`src/rtl/sound_pkg.sv`:
```
// sound_pkg: shared types and constants for the sound path
// (logo event logic, sound_scheduler, sound_controller).
package sound_pkg;

  localparam int CODE_W = 2;
  localparam int DUR_W  = 8;

  // Sound codes understood by sound_controller.
  localparam logic [CODE_W-1:0] SND_NONE   = 2'b00;
  localparam logic [CODE_W-1:0] SND_BOUNCE = 2'b01;
  localparam logic [CODE_W-1:0] SND_SPEED  = 2'b10;
  localparam logic [CODE_W-1:0] SND_ALERT  = 2'b11;

  typedef enum logic [1:0] {
    ST_IDLE = 2'd0,
    ST_PLAY = 2'd1,
    ST_GAP  = 2'd2
  } state_t;

  // A duration of zero ticks plays for one tick.
  function automatic logic [DUR_W-1:0] dur_eff(input logic [DUR_W-1:0] d);
    return (d == '0) ? DUR_W'(1) : d;
  endfunction

endpackage

```
`src/rtl/sound_arbiter.sv`:
```
// sound_arbiter: combinational one-hot pick among pending sound requests.
// Build option ROUND_ROBIN_EN: search upward from ptr with wrap-around;
// otherwise fixed priority, lowest index wins.
module sound_arbiter
  import sound_pkg::*;
#(
  parameter int N_REQ = 4,
  parameter int IDX_W = (N_REQ > 1) ? $clog2(N_REQ) : 1
) (
  input  logic [N_REQ-1:0] pending,
`ifdef ROUND_ROBIN_EN
  input  logic [IDX_W-1:0] ptr,
`endif
  output logic             any,
  output logic [IDX_W-1:0] win_idx,
  output logic [N_REQ-1:0] win_oh
);

`ifdef ROUND_ROBIN_EN
  // Round-robin: first pending source at or above ptr, wrapping to 0.
  always_comb begin
    logic found;
    // NOTE: combinational blocks use blocking assignments and give every
    // output a default first, so no path can leave a value held (latch).
    found   = 1'b0;
    win_idx = '0;
    for (int k = 0; k < N_REQ; k++) begin
      int j;
      j = int'(ptr) + k;
      if (j >= N_REQ) j = j - N_REQ;
      if (!found && pending[j]) begin
        found   = 1'b1;
        win_idx = IDX_W'(j);
      end
    end
  end
`else
  // Fixed priority: scanning downward leaves the lowest pending index.
  always_comb begin
    win_idx = '0;
    for (int i = N_REQ - 1; i >= 0; i--) begin
      if (pending[i]) win_idx = IDX_W'(i);
    end
  end
`endif

  assign any    = |pending;
  assign win_oh = any ? (N_REQ'(1) << win_idx) : '0;

endmodule

```
`src/rtl/sound_scheduler.sv`:
```
// sound_scheduler: time-shares the single sound channel among N_REQ event
// sources. One pending request per source (latest wins), arbitration in
// IDLE, exact-length PLAY measured in ticks of TICK_DIV cycles, then a
// silent GAP of GAP_CYC cycles. Build option ROUND_ROBIN_EN selects
// round-robin arbitration instead of fixed priority.
module sound_scheduler
  import sound_pkg::*;
#(
  parameter int N_REQ    = 4,
  parameter int TICK_DIV = 12000,
  parameter int GAP_CYC  = 1200
) (
  input  logic                    clk,
  input  logic                    clr,
  input  logic [N_REQ-1:0]        req,
  input  logic [CODE_W*N_REQ-1:0] req_code,
  input  logic [DUR_W*N_REQ-1:0]  req_dur,
  output logic [N_REQ-1:0]        grant,
  output logic [CODE_W-1:0]       code_sound,
  output logic                    mute,
  output logic                    busy
);

  localparam int IDX_W = (N_REQ > 1) ? $clog2(N_REQ) : 1;
  localparam int DIV_W = (TICK_DIV > 1) ? $clog2(TICK_DIV) : 1;
  localparam int GAP_W = (GAP_CYC > 1) ? $clog2(GAP_CYC) : 1;
  localparam logic [DIV_W-1:0] DIV_MAX = DIV_W'(TICK_DIV - 1);
  localparam logic [GAP_W-1:0] GAP_MAX = GAP_W'(GAP_CYC - 1);

  state_t            state;
  logic [N_REQ-1:0]  pending;
  logic [CODE_W-1:0] code_q [N_REQ];
  logic [DUR_W-1:0]  dur_q  [N_REQ];
  logic [DUR_W-1:0]  play_dur;
  logic [DUR_W-1:0]  tick_cnt;
  logic [DIV_W-1:0]  div_cnt;
  logic [GAP_W-1:0]  gap_cnt;

  logic              any;
  logic [IDX_W-1:0]  win_idx;
  logic [N_REQ-1:0]  win_oh;
  logic [N_REQ-1:0]  take_oh;

`ifdef ROUND_ROBIN_EN
  logic [IDX_W-1:0]  ptr;
`endif

  sound_arbiter #(
    .N_REQ (N_REQ),
    .IDX_W (IDX_W)
  ) u_arbiter (
    .pending (pending),
`ifdef ROUND_ROBIN_EN
    .ptr     (ptr),
`endif
    .any     (any),
    .win_idx (win_idx),
    .win_oh  (win_oh)
  );

  // A grant only happens from IDLE; this is the pending bit it consumes.
  assign take_oh = (state == ST_IDLE) ? win_oh : '0;

  // Per-source code/duration capture; the latest request overwrites.
  // NOTE: this storage has no reset on purpose: it is only read when the
  // matching pending bit is set, and pending itself is reset.
  always_ff @(posedge clk) begin
    for (int i = 0; i < N_REQ; i++) begin
      if (req[i]) begin
        code_q[i] <= req_code[CODE_W*i +: CODE_W];
        dur_q[i]  <= req_dur[DUR_W*i +: DUR_W];
      end
    end
  end

  // Pending set by a request, cleared by its grant; a same-cycle request
  // wins so the source is queued again.
  // NOTE: clocked state uses non-blocking assignments so every register
  // samples the pre-edge values, regardless of block ordering.
  always_ff @(posedge clk) begin
    if (clr) pending <= '0;
    else     pending <= (pending & ~take_oh) | req;
  end

  // Scheduler FSM with registered grant/code/mute/busy outputs.
  always_ff @(posedge clk) begin
    if (clr) begin
      state      <= ST_IDLE;
      grant      <= '0;
      code_sound <= SND_NONE;
      mute       <= 1'b1;
      busy       <= 1'b0;
      play_dur   <= DUR_W'(1);
      tick_cnt   <= '0;
      div_cnt    <= '0;
      gap_cnt    <= '0;
`ifdef ROUND_ROBIN_EN
      ptr        <= '0;
`endif
    end else begin
      grant <= '0;
      case (state)
        ST_IDLE: begin
          if (any) begin
            state      <= ST_PLAY;
            grant      <= win_oh;
            code_sound <= code_q[win_idx];
            play_dur   <= dur_eff(dur_q[win_idx]);
            tick_cnt   <= '0;
            div_cnt    <= '0;
            mute       <= 1'b0;
            busy       <= 1'b1;
`ifdef ROUND_ROBIN_EN
            ptr        <= (int'(win_idx) == N_REQ - 1) ? '0 : IDX_W'(win_idx + 1'b1);
`endif
          end
        end
        ST_PLAY: begin
          if (div_cnt == DIV_MAX) begin
            div_cnt <= '0;
            if (tick_cnt == DUR_W'(play_dur - 1'b1)) begin
              state   <= ST_GAP;
              gap_cnt <= '0;
              mute    <= 1'b1;
            end else begin
              tick_cnt <= tick_cnt + 1'b1;
            end
          end else begin
            div_cnt <= div_cnt + 1'b1;
          end
        end
        ST_GAP: begin
          if (gap_cnt == GAP_MAX) begin
            state <= ST_IDLE;
            busy  <= 1'b0;
          end else begin
            gap_cnt <= gap_cnt + 1'b1;
          end
        end
        default: begin
          state <= ST_IDLE;
          mute  <= 1'b1;
          busy  <= 1'b0;
        end
      endcase
    end
  end

endmodule

```
`config.mk`:
```
export PLATFORM = sky130hd
export DESIGN_NAME = sound_scheduler
export DESIGN_NICKNAME = d
export VERILOG_FILES = /design/src/rtl/sound_pkg.sv /design/src/rtl/sound_arbiter.sv /design/src/rtl/sound_scheduler.sv
export SDC_FILE = /design/constraint.sdc
export NUM_CORES = 1
export LEC_CHECK = 0
export CELL_PAD_IN_SITES_DETAIL_PLACEMENT = 0
export CELL_PAD_IN_SITES_GLOBAL_PLACEMENT = 1
export CORE_ASPECT_RATIO = 0.7
export CORE_UTILIZATION = 30
export CTS_CLUSTER_SIZE = 30
export DETAILED_ROUTE_END_ITERATION = 6
export DONT_BUFFER_PORTS = 1
export PLACE_DENSITY = 0.59
export SYNTH_ARGS = -nofsm -noshare
export SYNTH_HDL_FRONTEND = slang
export SYNTH_SLANG_ARGS = --single-unit
```
`constraint.sdc`:
```
create_clock -name clk -period 2.8 [get_ports clk]
set_input_delay 0 -clock clk [delete_from_list [all_inputs] [get_ports clk]]
set_output_delay 0 -clock clk [all_outputs]
set_load 0.02 [all_outputs]
```
==> results.tsv, run 1 <==
stage	metric	value	unit
run	Max Cap Violations	0	
place	post-DP HPWL	7020	um
finish	fin cells	649	
routing	total number of vias	3193	
setup_path	Worst Setup End Kind	register	
timing	Slew Limit Fails	0	
synthesis	syn avg cell area	10.30	um2
clock_network	CTS clock-pin slew for the worst setup and hold paths	0.07	ns
synthesis	most common cell in the synthesized netlist	nor2_1	
floorplanning	DIE AREA	14530	um2
synthesis	syn nets	459	
synthesis	asr flop ratio synth	0	%
global_routing	initial antenna violation count	0	
pwr	Seq pwr share	51.0	%
place	Placer Congestion	0.7202	
clock_network	CTS tree	built	
timing	worst-margin pin slew	0.7047	ns
global_routing	GRT overflow	0	
setup_path	Setup Crit Path Kind	reg2reg	
place	DP Cell Count	585	
synthesis	Post-Syn Instances	409	
routing	Via-to-Cell Ratio	4.920	
synthesis	sequential-to-total area share from yosys stat	54.65	%
timing	unrepaired setup endpoints after global routing	no	
global_routing	vias in the first global route	3110	
setup_path	startpoint types	register	
setup_path	WP data required	3.09	ns
pwr	Leak	0.001786	uW
global_routing	Total GRT Usage	14.95	%
setup_path	Crit. Startpoint	div_cnt[8]$_SDFFE_PP0P_	
timing	maximum clock rate	0.3764	GHz
synthesis	Post-synth EDFFs	40	
pwr	switching pwr	823.6	uW
pwr	Sw Ratio	26.33	%
routing	drt wl/cell	15.43	um
routing	post-route ant nets	0	
timing	fin crit period	2.657	ns
synthesis	largest area contributor in the netlist	edfxtp_1	
floorplanning	core region area	13440	um2
synthesis	Yosys top cell area share	28.51	%
floorplanning	Ports	54	
timing	period utilization	94.89	%
pwr	logic gate share of total power	11.8	%
synthesis	Ys Warns	0	
timing	skew final	0.009987	ns
synthesis	top cells by area, synth	edfxtp_1 29%, dfxtp_1 26%, nor2_1 5.0%, a21oi_1 3.6%, xnor2_1 2.5%	
clock_network	htree depth	3	
synthesis	count of cell types in the netlist	62	
finish	register area	2302	um2
finish	share of cells above drive strength 1	9.267	%
timing	Setup TNS Final	0	ns
pwr	peak supply drop	0.3015	mV
finish	fin nets	509	
pwr	clock network fraction of design power	37.2	%
place	Port Buf Inserts	0	
timing	final setup violation count	0	
clock_network	Clock Tree Buf Depth	2	
clock_network	Clock Latency Late Sink	0.35	ns
routing	final WL	10010	um
clock_network	Root Buffer	clkbuf_16	
routing	initial drt markers	218	
min_path	Worst Hold Class	in2reg	
global_routing	first-pass GRT wire length	16330	um
setup_path	Critical Path Fanout Max	8	
pwr	PwrDens	602.9	nW/um2
synthesis	synthesized cell area	4213	um2
routing	drt drc	0	
routing	total iterations of the first detailed-routing run	4	
finish	number of diodes	0	
finish	Filler cells	1328	
setup_path	origin of the critical flop-to-flop path	div_cnt[8]$_SDFFE_PP0P_	
finish	area of the multi-input gates	1812	um2
finish	area grow syn2layout	23.14	%
floorplanning	die width	143.6	um
min_path	Worst Min Path Start	req_code[0]	
pwr	internal power	2304	uW
global_routing	largest net degree at the start of global routing	36	
timing	Slew headroom	52.86	%
synthesis	FF+latch count, synth	95	
synthesis	ys flop type	dfxtp_1	
setup_path	crit path DAT	2.94	ns
floorplanning	die height	101.1	um
clock_network	CTS Buf Count	9	
floorplanning	initial core utilization	31.34	%
floorplanning	row cnt	35	
timing	final hold viol count	0	
synthesis	Post-synth top cells	56 x nor2_1, 55 x dfxtp_1, 40 x edfxtp_1, 30 x a21oi_1, 21 x nand2_1	
status	outcome	completed	
clock_network	# clock sinks	95	
[final timing paths]
| check | cells after the start | slack, ns | end |
|---|---|---|---|
| worst max register to register | 6 | 0.14 | tick_cnt[1]$_SDFFE_PP0P_ |
| worst max-delay path | 6 | 0.14 | tick_cnt[1]$_SDFFE_PP0P_ |
| worst min register to register | 2 | 0.48 | div_cnt[13]$_SDFFE_PP0P_ |
| worst min-delay path | 1 | 0.27 | code_q[0][0]$_DFFE_PP_ |
[critical path, stage by stage, from the launching register on]
cell	delay, ns
dfxtp_1	0.35
or4b_4	0.54
or4_4	0.56
a21oi_4	0.29
nand4b_1	0.13
a21oi_1	0.17
dlygate4sd3_1	0.57
[layout by cell type, fill, tap and decap left out, types with 6 or more instances in the layout]
master	netlist	routed
nand2b_1	7	7
and3_1	8	8
dlygate4sd3_1	0	46
nor2_1	56	56
xnor2_1	12	12
dfxtp_1	55	55
a21oi_1	30	30
buf_4	1	6
or3_1	6	6
nor3_1	12	12
nand2_1	21	20
edfxtp_1	40	40
a211oi_1	10	8
o21ai_0	17	17
nand3_1	10	10
nand4_1	9	9
clkbuf_16	0	9
o22ai_1	9	9
inv_1	10	10
xor2_1	9	9
[per-stage QoR]
stage / instance area [um2] / utilization, % / power, uW / hold slack (ns) / setup WS [ns]
floorplan: 4213 / - / 1831 / 0.09887 / 0.5710
global placement: 4393 / 32.68 / 1908 / 0.07745 / 0.2661
detailed placement: 4393 / 32.68 / 1909 / 0.07924 / 0.2533
CTS: 5152 / 38.32 / 3160 / 0.2583 / 0.1006
global route: 5187 / 38.59 / 3261 / 0.2659 / 0.03325
finish: 5187 / 38.59 / 3128 / 0.2710 / 0.1431
[power by group through the flow]
| stage | clock network (uW) | registers, uW | logic [uW] |
|---|---|---|---|
| after floorplan | 0 | 1600 | 234 |
| after global placement | 0 | 1620 | 284 |
| after detailed placement | 0 | 1630 | 284 |
| after CTS | 1200 | 1590 | 362 |
| after global routing | 1240 | 1600 | 414 |
| final | 1160 | 1590 | 370 |
[what timing repair did]
| item | 4_1_cts | 5_1_grt |
|---|---|---|
| setup buffers | 0 | 1 |
| setup endpoints to repair | 0 | 1 |
| hold buffers | 47 | 0 |
| resized for setup | 0 | 6 |
| hold endpoints to repair | 125 | 0 |
[kinds of logic (layout without fill, tap and decap cells)]
family / Yosys count / in the layout / share of synthesized area [%]
AND/OR/NAND/NOR: 167 / 167 / 20.82
buffers and inverters: 24 / 79 / 3.000
adder cells (fa/ha/maj): 4 / 4 / 1.188
AO/OA/AOI/OAI: 95 / 95 / 14.67
flip-flops: 95 / 95 / 54.65
multiplexers: 2 / 2 / 0.7722
XOR/XNOR: 22 / 22 / 4.901
[final cells by class]
type                            instances  area share (%)
Multi-Input combinational cell        290           34.93
Timing Repair Buffer                   53           10.13
Clock buffer                            9           4.342
Clock inverter                          7           1.037
Sequential cell                        95           44.38
Tap cell                              185           4.462
Inverter                               10          0.7236
[state kept, by name (all words and copies together), names as in the netlist]
signal,cells
mute,1
dur_q,32
grant,4
div_cnt,14
code_q,8
gap_cnt,11
play_dur,8
state,2
pending,4
code_sound,2
busy,1
tick_cnt,8
[metal layers]
metal / vias to the layer above / wire (um) / GRT usage [%]
met2: 50 / 4326 / 21.84
met5: - / 0 / 0
li1: 1629 / - / -
met1: 1510 / 5156 / 21.20
met3: 4 / 451 / 3.830
met4: 0 / 80 / 5.565
(Power assumes the default switching activity.)
==> inputs of run 2 (changes only) <==
--- a/config.mk
+++ b/config.mk
@@ -7,2 +7,3 @@
 export LEC_CHECK = 0
+export ABC_AREA = 1
 export CELL_PAD_IN_SITES_DETAIL_PLACEMENT = 0
@@ -11,6 +12,6 @@
 export CORE_UTILIZATION = 30
-export CTS_CLUSTER_SIZE = 30
+export CTS_CLUSTER_SIZE = 10
 export DETAILED_ROUTE_END_ITERATION = 6
 export DONT_BUFFER_PORTS = 1
-export PLACE_DENSITY = 0.59
+export PLACE_DENSITY = 0.61
 export SYNTH_ARGS = -nofsm -noshare
==> constraint.sdc (replaced) <==
create_clock -name clk -period 2.8 [get_ports clk]
set_input_delay 0.84 -clock clk [delete_from_list [all_inputs] [get_ports clk]]
set_output_delay 0.84 -clock clk [all_outputs]
set_load 0.02 [all_outputs]
==> results.tsv, run 2 <==
stage	metric	value	unit	change
synthesis	Yosys top cell area share	27.13	%	-1.4 points
floorplanning	core region area	14140	um2	+5.2%
synthesis	Post-synth top cells	114 x nand2_1, 72 x nor2_1, 55 x dfxtp_1, 49 x inv_1, 40 x edfxtp_1		
timing	fin crit period	2.395	ns	-0.2621 ns
timing	Setup TNS Final	0	ns	unchanged
floorplanning	die height	103.6	um	+2.5%
setup_path	Setup Crit Path Kind	reg2reg		
routing	initial drt markers	179		-18%
pwr	PwrDens	711.1	nW/um2	+18%
synthesis	Post-Syn Instances	521		+27%
synthesis	compound-gate portion of the synthesized area	9.579	%	-5.1 points
setup_path	Worst Setup End Kind	register		
clock_network	# clock sinks	95		unchanged
routing	drt drc	0		unchanged
finish	most common cell after layout, fill and taps aside	nand2_1		
clock_network	htree depth	3		unchanged
routing	total number of vias	3384		+6.0%
place	Post-DP Area	4623	um2	+5.2%
global_routing	first-pass GRT wire length	17750	um	+8.7%
global_routing	Total GRT Usage	15.01	%	+0.055 points
finish	area grow syn2layout	11.16	%	
finish	commonest non-fill, non-tap cells in the layout	114 x nand2_1, 72 x nor2_1, 55 x dfxtp_1		
synthesis	count of cell types in the netlist	40		-35%
setup_path	crit-path cells	ha_1, nand2_1, inv_1, nand2_1, o31ai_2, nand2_1, nand2_1, nor2_1, nor2_1		
finish	share of cells above drive strength 1	8.868	%	-0.40 points
timing	final setup margin	0.4052	ns	+0.2621 ns
synthesis	sequential-to-total area share from yosys stat	51.99	%	-2.7 points
floorplanning	Ports	54		unchanged
global_routing	largest net degree at the start of global routing	34		-5.6%
clock_network	CTS Buf Count	9		unchanged
finish	fin cells	720		+11%
routing	total iterations of the first detailed-routing run	4		unchanged
synthesis	post-synthesis adder-cell area fraction	1.130	%	-0.058 points
synthesis	largest area contributor in the netlist	edfxtp_1		
place	DP Cell Count	704		+20%
setup_path	Worst Reg2Reg Path Length in Cells	9		+3
run	Max Cap Violations	0		unchanged
synthesis	syn avg cell area	8.499	um2	-17%
setup_path	startpoint types	register		
timing	period utilization	85.53	%	-9.4 points
clock_network	CTS clock-pin slew for the worst setup and hold paths	0.08	ns	about the same
synthesis	synthesized cell area	4428	um2	+5.1%
synthesis	mux contribution to synthesized area	0	%	-0.77 points
setup_path	cell mode on critical path	nand2_1		
status	outcome	completed		
synthesis	asr flop ratio synth	0	%	unchanged
timing	Slew Limit Fails	0		unchanged
floorplanning	row cnt	36		+2.9%
synthesis	FF+latch count, synth	95		unchanged
setup_path	Buf/Inv on CP	1		unchanged
synthesis	Post-Synth XOR/XNOR Area	3.363	%	-1.5 points
timing	final setup violation count	0		unchanged
pwr	Leak	0.001804	uW	+1.0%
synthesis	syn nets	571		+24%
synthesis	largest family of logic cells by synthesized area	simple AND/OR/NAND/NOR gates		
finish	number of diodes	0		unchanged
finish	final instance area	4922	um2	-5.1%
timing	skew final	0.009829	ns	-0.0001578 ns
setup_path	CP max-delay cell	o31ai_2		
finish	max FFs per register	32		unchanged
place	setup slack at placement	0.3905	ns	+0.1372 ns
finish	fin nets	575		+13%
min_path	Worst Hold Class	reg2reg		
clock_network	Root Buffer	clkbuf_16		
synthesis	Post-synth EDFFs	40		unchanged
timing	Slew headroom	37.22	%	-16 points
global_routing	vias in the first global route	3318		+6.7%
synthesis	ys flop type	dfxtp_1		
synthesis	Ys Warns	0		unchanged
min_path	Hold Path Stages	2		+1
place	Port Buf Inserts	0		unchanged
finish	register with the most flip-flops	dur_q		
floorplanning	DIE AREA	15260	um2	+5.0%
setup_path	WP data required	3.08	ns	about the same
setup_path	number of stages on the worst setup path	9		+3
synthesis	Synth Area in Simple Gates	28.40	%	+7.6 points
routing	drt wl/cell	14.77	um	-4.3%
routing	Via-to-Cell Ratio	4.700		-4.5%
setup_path	critical path's top delay family	simple AND/OR/NAND/NOR gates		
clock_network	hold_buf cts	0		-100%
timing	unrepaired setup endpoints after global routing	no		
floorplanning	die width	147.2	um	+2.5%
clock_network	buffer count from post-CTS setup fixing	0		unchanged
synthesis	most common cell in the synthesized netlist	nand2_1		
pwr	peak supply drop	0.3017	mV	about the same
routing	post-route ant nets	0		unchanged
clock_network	post_cts resized	0		unchanged
setup_path	Critical Path Fanout Max	14		+6
floorplanning	initial core utilization	31.31	%	about the same
global_routing	initial antenna violation count	0		unchanged
clock_network	CTS tree	built		
timing	hold_ws	0.4787	ns	+0.2076 ns
place	Placer Congestion	0.7613		+5.7%
timing	worst-margin pin slew	0.9360	ns	+0.2313 ns
place	post-DP HPWL	7859	um	+12%
routing	final WL	10640	um	+6.2%
setup_path	crit path DAT	2.68	ns	-0.26 ns
setup_path	Worst path max stage delay	0.81	ns	+0.24 ns
global_routing	GRT overflow	0		unchanged
synthesis	top cells by area, synth	edfxtp_1 27%, dfxtp_1 25%, nand2_1 9.7%, nor2_1 6.1%, nand3_1 4.4%		
clock_network	Clock Tree Buf Depth	2		unchanged
timing	final hold viol count	0		unchanged
clock_network	Clock Latency Late Sink	0.35	ns	about the same
timing	maximum clock rate	0.4176	GHz	+11%
finish	Largest regs	dur_q (32), div_cnt (14), gap_cnt (11)		
-- run 2: changes by cell type after synthesis, moves of 7 or more --
cell,change
nor2_2,+8
and3_1,-7
a21oi_1,+8
nand3_1,+29
inv_1,+39
nand2_1,+93
a211oi_1,-8
xnor2_1,-8
nand2b_1,-7
nor2_1,+16
-- run 2: power by group --
group	internal [uW]	total [uW]	leakage, uW	switching (uW)
registers	1550	1650	0.000839	95.7
clock network	639	1250	0.000148	612
logic	187	603	0.000817	416
-- run 2: layout make-up --
type / count / area [um2]
Sequential cell: 95 / 2302
Clock buffer: 9 / 225.2
Fill cell: 1495 / 9221
Clock inverter: 7 / 73.82
Tap cell: 190 / 237.7
Multi-Input combinational cell: 365 / 1881
Inverter: 54 / 202.7
-- run 2: metal layers --
layer	vias to the layer above	global-route usage, %	routed length (um)	share of wire [%]
met2	51	20.69	4386	41
li1	1741	-	-	-
met5	-	0	0	0
met3	8	4.229	469	4.4
met4	0	4.566	121	1.1
met1	1584	22.28	5657	53
-- run 2: per-stage QoR --
| step | util, % | power [uW] |
|---|---|---|
| 2_1_floorplan | - | 2142 |
| 5_1_grt | 34.80 | 3701 |
| 3_3_place_gp | 32.69 | 2282 |
| 6_report | 34.80 | 3500 |
| 4_1_cts | 34.80 | 3546 |
| 3_5_place_dp | 32.69 | 2285 |
-- run 2: tightest hold or removal path: stages, from the launching register on --
cell and delay [ns]:
dfxtp_1 0.31, nand3_1 0.07, a21oi_1 0.06
-- run 2: path summary, 6_finish.rpt --
check                                              from  slack (ns)                       to
worst min-delay path            gap_cnt[9]$_SDFFE_PP0P_        0.48  gap_cnt[9]$_SDFFE_PP0P_
worst min register to register  gap_cnt[9]$_SDFFE_PP0P_        0.48  gap_cnt[9]$_SDFFE_PP0P_
worst max-delay path            gap_cnt[0]$_SDFFE_PP0P_        0.41  gap_cnt[1]$_SDFFE_PP0P_
worst max register to register  gap_cnt[0]$_SDFFE_PP0P_        0.41  gap_cnt[1]$_SDFFE_PP0P_
-- run 2: cell families (layout without fill, tap and decap cells) --
logic type,count (synthesis),in the layout
and+or+nand+nor,274,274
DFF,95,95
AOI/OAI and AO/OA,70,70
buffers and inverters,61,70
xor gates and xnor gates,17,17
adders and majority gates,4,4
